File: config.mk
export PLATFORM = sky130hd
export DESIGN_NAME = bcd_excess3_serial_ctrl
export DESIGN_NICKNAME = d
export VERILOG_FILES = /design/src/rtl/bcd_excess3_pkg.sv /design/src/rtl/bcd_excess3_serial_ctrl.sv
export SDC_FILE = /design/constraint.sdc
export NUM_CORES = 1
export LEC_CHECK = 0
export ABC_AREA = 1
export ABC_CLOCK_PERIOD_IN_PS = 4280
export CORE_MARGIN = 3
export CORE_UTILIZATION = 30
export CTS_CLUSTER_SIZE = 28
export DETAILED_ROUTE_END_ITERATION = 16
export SLEW_MARGIN = 15
export SYNTH_ARGS = -nofsm -noshare
export SYNTH_HDL_FRONTEND = slang
export SYNTH_SLANG_ARGS = --single-unit
export TNS_END_PERCENT = 50
File: constraint.sdc
create_clock -name clock -period 4.28 [get_ports clock]
set_input_delay 1.07 -clock clock [delete_from_list [all_inputs] [get_ports clock]]
set_output_delay 1.07 -clock clock [all_outputs]
set_load 0.02 [all_outputs]
File: src/rtl/bcd_excess3_pkg.sv
// bcd_excess3_pkg: shared state encoding, BCD constants and digit check
package bcd_excess3_pkg;
  typedef enum logic [1:0] {IDLE, SYNC, SHIFT, DONE} state_t;
  localparam logic [3:0] BCD_MAX = 4'd9;
  localparam logic [3:0] E3_OFFSET = 4'd3;
  function automatic logic is_bcd(input logic [3:0] nibble);
    return nibble <= BCD_MAX;
  endfunction
endpackage

File: src/rtl/bcd_excess3_serial_ctrl.sv
// bcd_excess3_serial_ctrl: streams a packed BCD word LSB-first through a serial Excess-3 converter and returns the packed result
// Ports: in_valid/in_ready/in_data accept a word; out_valid/out_ready/out_data/out_err return it with a per-digit non-BCD mask;
// busy is high outside IDLE; conv_x/conv_reset_n drive the converter, conv_z is its serial output.
module bcd_excess3_serial_ctrl
  import bcd_excess3_pkg::*;
#(
  parameter int NUM_DIGITS = 4,
  localparam int W = 4 * NUM_DIGITS,
  localparam int CW = $clog2(W)
) (
  input  logic                  clock,
  input  logic                  reset,
  input  logic                  in_valid,
  output logic                  in_ready,
  input  logic [W-1:0]          in_data,
  output logic                  out_valid,
  input  logic                  out_ready,
  output logic [W-1:0]          out_data,
  output logic [NUM_DIGITS-1:0] out_err,
  output logic                  busy,
  output logic                  conv_x,
  output logic                  conv_reset_n,
  input  logic                  conv_z
);
  state_t state_q, state_d;
  logic [W-1:0] shift_q, shift_d, collect_q, collect_d, out_data_d;
  logic [CW-1:0] cnt_q, cnt_d;
  logic [NUM_DIGITS-1:0] err_q, err_d, out_err_d;
  always_comb begin
    state_d = state_q;
    shift_d = shift_q;
    collect_d = collect_q;
    cnt_d = cnt_q;
    err_d = err_q;
    out_data_d = out_data;
    out_err_d = out_err;
    case (state_q)
      IDLE: if (in_valid) begin
        shift_d = in_data;
        collect_d = '0;
        for (int i = 0; i < NUM_DIGITS; i++) err_d[i] = !is_bcd(in_data[4*i+:4]);
        state_d = SYNC;
      end
      SYNC: begin
        cnt_d = '0;
        state_d = SHIFT;
      end
      SHIFT: begin
        collect_d[cnt_q] = conv_z;
        shift_d = shift_q >> 1;
        cnt_d = cnt_q + 1'b1;
        if (cnt_q == CW'(W - 1)) begin
          cnt_d = cnt_q;
          state_d = DONE;
          out_err_d = err_q;
          // non-BCD digits were shifted through only to keep converter frames aligned
          for (int i = 0; i < NUM_DIGITS; i++) out_data_d[4*i+:4] = err_q[i] ? 4'h0 : collect_d[4*i+:4];
        end
      end
      DONE: state_d = out_ready ? IDLE : DONE;
      default: state_d = IDLE;
    endcase
  end
  always_ff @(posedge clock or posedge reset) begin
    if (reset) begin
      state_q <= IDLE;
      shift_q <= '0;
      collect_q <= '0;
      cnt_q <= '0;
      err_q <= '0;
      out_data <= '0;
      out_err <= '0;
    end else begin
      state_q <= state_d;
      shift_q <= shift_d;
      collect_q <= collect_d;
      cnt_q <= cnt_d;
      err_q <= err_d;
      out_data <= out_data_d;
      out_err <= out_err_d;
    end
  end
  assign in_ready = state_q == IDLE && !reset;
  assign busy = state_q != IDLE;
  assign out_valid = state_q == DONE;
  assign conv_reset_n = state_q == SHIFT;
  assign conv_x = state_q == SHIFT && shift_q[0];
endmodule

==> summary.md <==
| Metric | Value |
|---|---|
| Outcome | finished clean |
| Maximum clock rate | 303 MHz |
| Reg2Reg Depth | 5 |
| Layout Cells excl Fill | 583 |
| Post-synthesis cell type count | 20 |
| Pin count of the biggest net entering global routing | 44 |
| Hold path depth | 2 |
| TritonCTS Sinks | 62 |
| 1st-pass router iterations | 4 |
| Pwr per Cell Area | slightly above 600 nW/µm² |
| Min Tclk post-route | 3300 ps |
| Leakage | roughly 1.9 nW |
| Post-Route Utilization | 38.5% |
| DP Cell Count | ~570 |
| Final period util | approximately 77% |
| Worst hold path class | reg2reg |
| RSZ-0062 raised after global routing | no |
| Initial antenna violation count | 0 |
| Via count | 2603 |
| Core Region | 9860 µm² |
| Setup CP Type | in2out |
| Area leader, netlist | dfrtp_1 |
| Routability cong. | between 0.7 and 0.8 |
| First-pass GRT wire length | 12.0 mm |
| Hold Vio Cnt, Final | 0 |
| Worst Path Arrival | roughly 2200 ps |
| Vias in the first global route | 2557 |
| Seq/Total Area, Yosys | 50.6% |
| Final Max Slew Viols | 0 |
| Worst-margin pin slew | ~700 ps |
| Reg2reg start | cnt_q[1] |
| Post-CTS Hold Buffers | 0 |
| Setup crit end kind | output pin |
| IO Pins | between 40 and 50 |
| CP required | approximately 3200 ps |
| Setup TNS | 0 ps |
| Post-CTS resize count | 0 |
| Hold path startpoint | shift_q[5] |
| CTS buffer count | 9 |
| Chip Height | roughly 110 µm |
| Post-Syn Nets | 433 |
| Slew HR | 52.9% |
| Clock Pin Slew Worst Setup and Hold Paths | roughly 70 ps |
| Mean routed wirelength per cell | roughly 12 µm |
| Reg2Reg Setup Slack | 2330 ps |
| Port bufs | 45 |
| Clock Tree Root | clkbuf_8 |
| Starting DRT DRC Count | 140 |
| DP Wirelength | 4.72 mm |
| Drt drc | 0 |
| Clock latency on the worst-skew pair | 340 ps |
| Die Span X | 107 µm |
| Final setup viols | 0 |
| Post CTS Setup Buffer Count | 0 |
| Maxcap violations | 0 |
| Final #Nets | 472 |
| Synthesis-to-finish area growth | 23.9% |
| Post-route ant nets | 0 |
| H-tree depth | 3 |
| CTS tree | yes |
| Setup Skew | 7.17 ps |
| CP startpoint kind | primary input |
| Share of layout cells above drive strength 1 | 6.67% |
| Via/cell ratio | 4.46 |
| N_diodes | 0 |
| WHS Endpoint | shift_q[5] |
| Cells after synthesis | 407 |
| Critical path peak fanout | 2 |
| Yosys warns | 0 |
| Worst IR Drop VDD | approximately 0.29 mV |
| WL final | 7.02 mm |
| Top cells by area, synth | dfrtp_1 (51%), nand2_1 (28%), nand3_1 (2.9%) |
| Total GRT Usage | between 10% and 20% |
| Synthesized flop and latch total | a little over 60 |
| Average size of a mapped cell | 7.54 µm² |
| Number of cell rows | 36 |
| Die area | 11500 µm² |
| Grt ovf | 0 |
| Synth top area share | 50.6% |
| Initial Utilization | 31.1% |
| Mapped Area | 3070 µm² |
| Worst r2r dst | out_data[4] |
| CTS Buffer Depth | 2 |
==> cell type report <==
type                    count  area, µm²
clock inverters             3       42.5
well taps                 133        166
multi-input cells         310       1350
fillers                  1023       6060
inverters                  16       60.1
repair buffers             47        465
flip-flops and latches     62       1550
clock buffers              12        165
==> cells in the final DEF, fill, tap and decap left out <==
cell type	netlist	final
nand4_1	13	13
inv_1	10	9
dfrtp_1	62	62
clkdlybuf4s50_1	0	45
o21ai_0	17	17
nor3_1	2	2
inv_2	4	5
nor3_2	2	2
nor2_1	16	16
nor2_2	1	1
nand2_1	231	231
nand3_4	2	2
clkinv_1	2	2
ha_1	5	5
clkinvlp_4	0	1
bufinv_16	0	1
clkbuf_8	0	12
clkinv_2	0	1
buf_4	1	2
nand3_1	18	18
nor2_4	1	1
nand2_4	2	2
==> registers in the layout, summed over array words and instances (netlist names) <==
signal	flops
err_q	4
out_data	16
collect_q	16
shift_q	16
state_q	2
cnt_q	4
out_err	4
==> stage by stage <==
stage / power [W] / setup WS, ps / hold slack, ps / instance area [µm²]
after global routing: 0.00258 / 926 / 491 / 3800
after global placement: 0.00182 / 987 / 454 / 3590
after CTS: 0.00240 / 973 / 477 / 3800
after detailed placement: 0.00185 / 971 / 459 / 3590
after floorplan: 0.00160 / 1670 / 442 / 3070
final: 0.00237 / 984 / 475 / 3800
==> synth_stat cells, drive strengths merged <==
| master | count |
|---|---|
| nand4 | 13 |
| clkbuf | 3 |
| dfrtp | 62 |
| buf | 16 |
| nand3 | 20 |
| inv | 14 |
| ha | 5 |
| nor3 | 4 |
| nand2 | 233 |
| o21ai | 17 |
| clkinv | 2 |
| nor2 | 18 |
==> worst max-delay path by stage <==
stage | startpoint | endpoint | slack, ps | cells after the start
6_report | reset | in_ready | 980 | 3
5_1_grt | reset | in_ready | 930 | 3
4_1_cts | reset | in_ready | 970 | 3
3_5_place_dp | reset | in_ready | 970 | 3
3_3_place_gp | reset | in_ready | 990 | 3
2_1_floorplan | reset | cnt_q[0] | 1670 | 1
==> metal layers <==
layer  up-vias  GRT usage [%]  part of all wire (%)
met5         -              0                     0
met4         0           4.47                   1.5
met3         6           3.13                   2.9
met2        43           20.2                    47
met1      1205           18.2                    49
li1       1349              -                     -
==> power breakdown <==
group	internal [W]	switching, W
registers	0.000764	0.000138
clock network	0.000312	0.000227
logic	0.000307	0.000619
total	0.00138	0.000984
==> logic make-up (layout without fill, tap and decap cells) <==
family                   Yosys count  in the layout  synth area share, %
AND/OR/NAND/NOR                  288            288                 39.2
flip-flops                        62             62                 50.6
buffers and inverters             35             78                 5.42
AO/OA/AOI/OAI                     17             17                 2.77
adder cells (fa/ha/maj)            5              5                 2.04
==> critical path: stages <==
cell and delay [ps]:
clkdlybuf4s50_1 430, nor2_1 110, clkdlybuf4s50_1 610
Note: power is estimated with default switching activity, not from simulation.
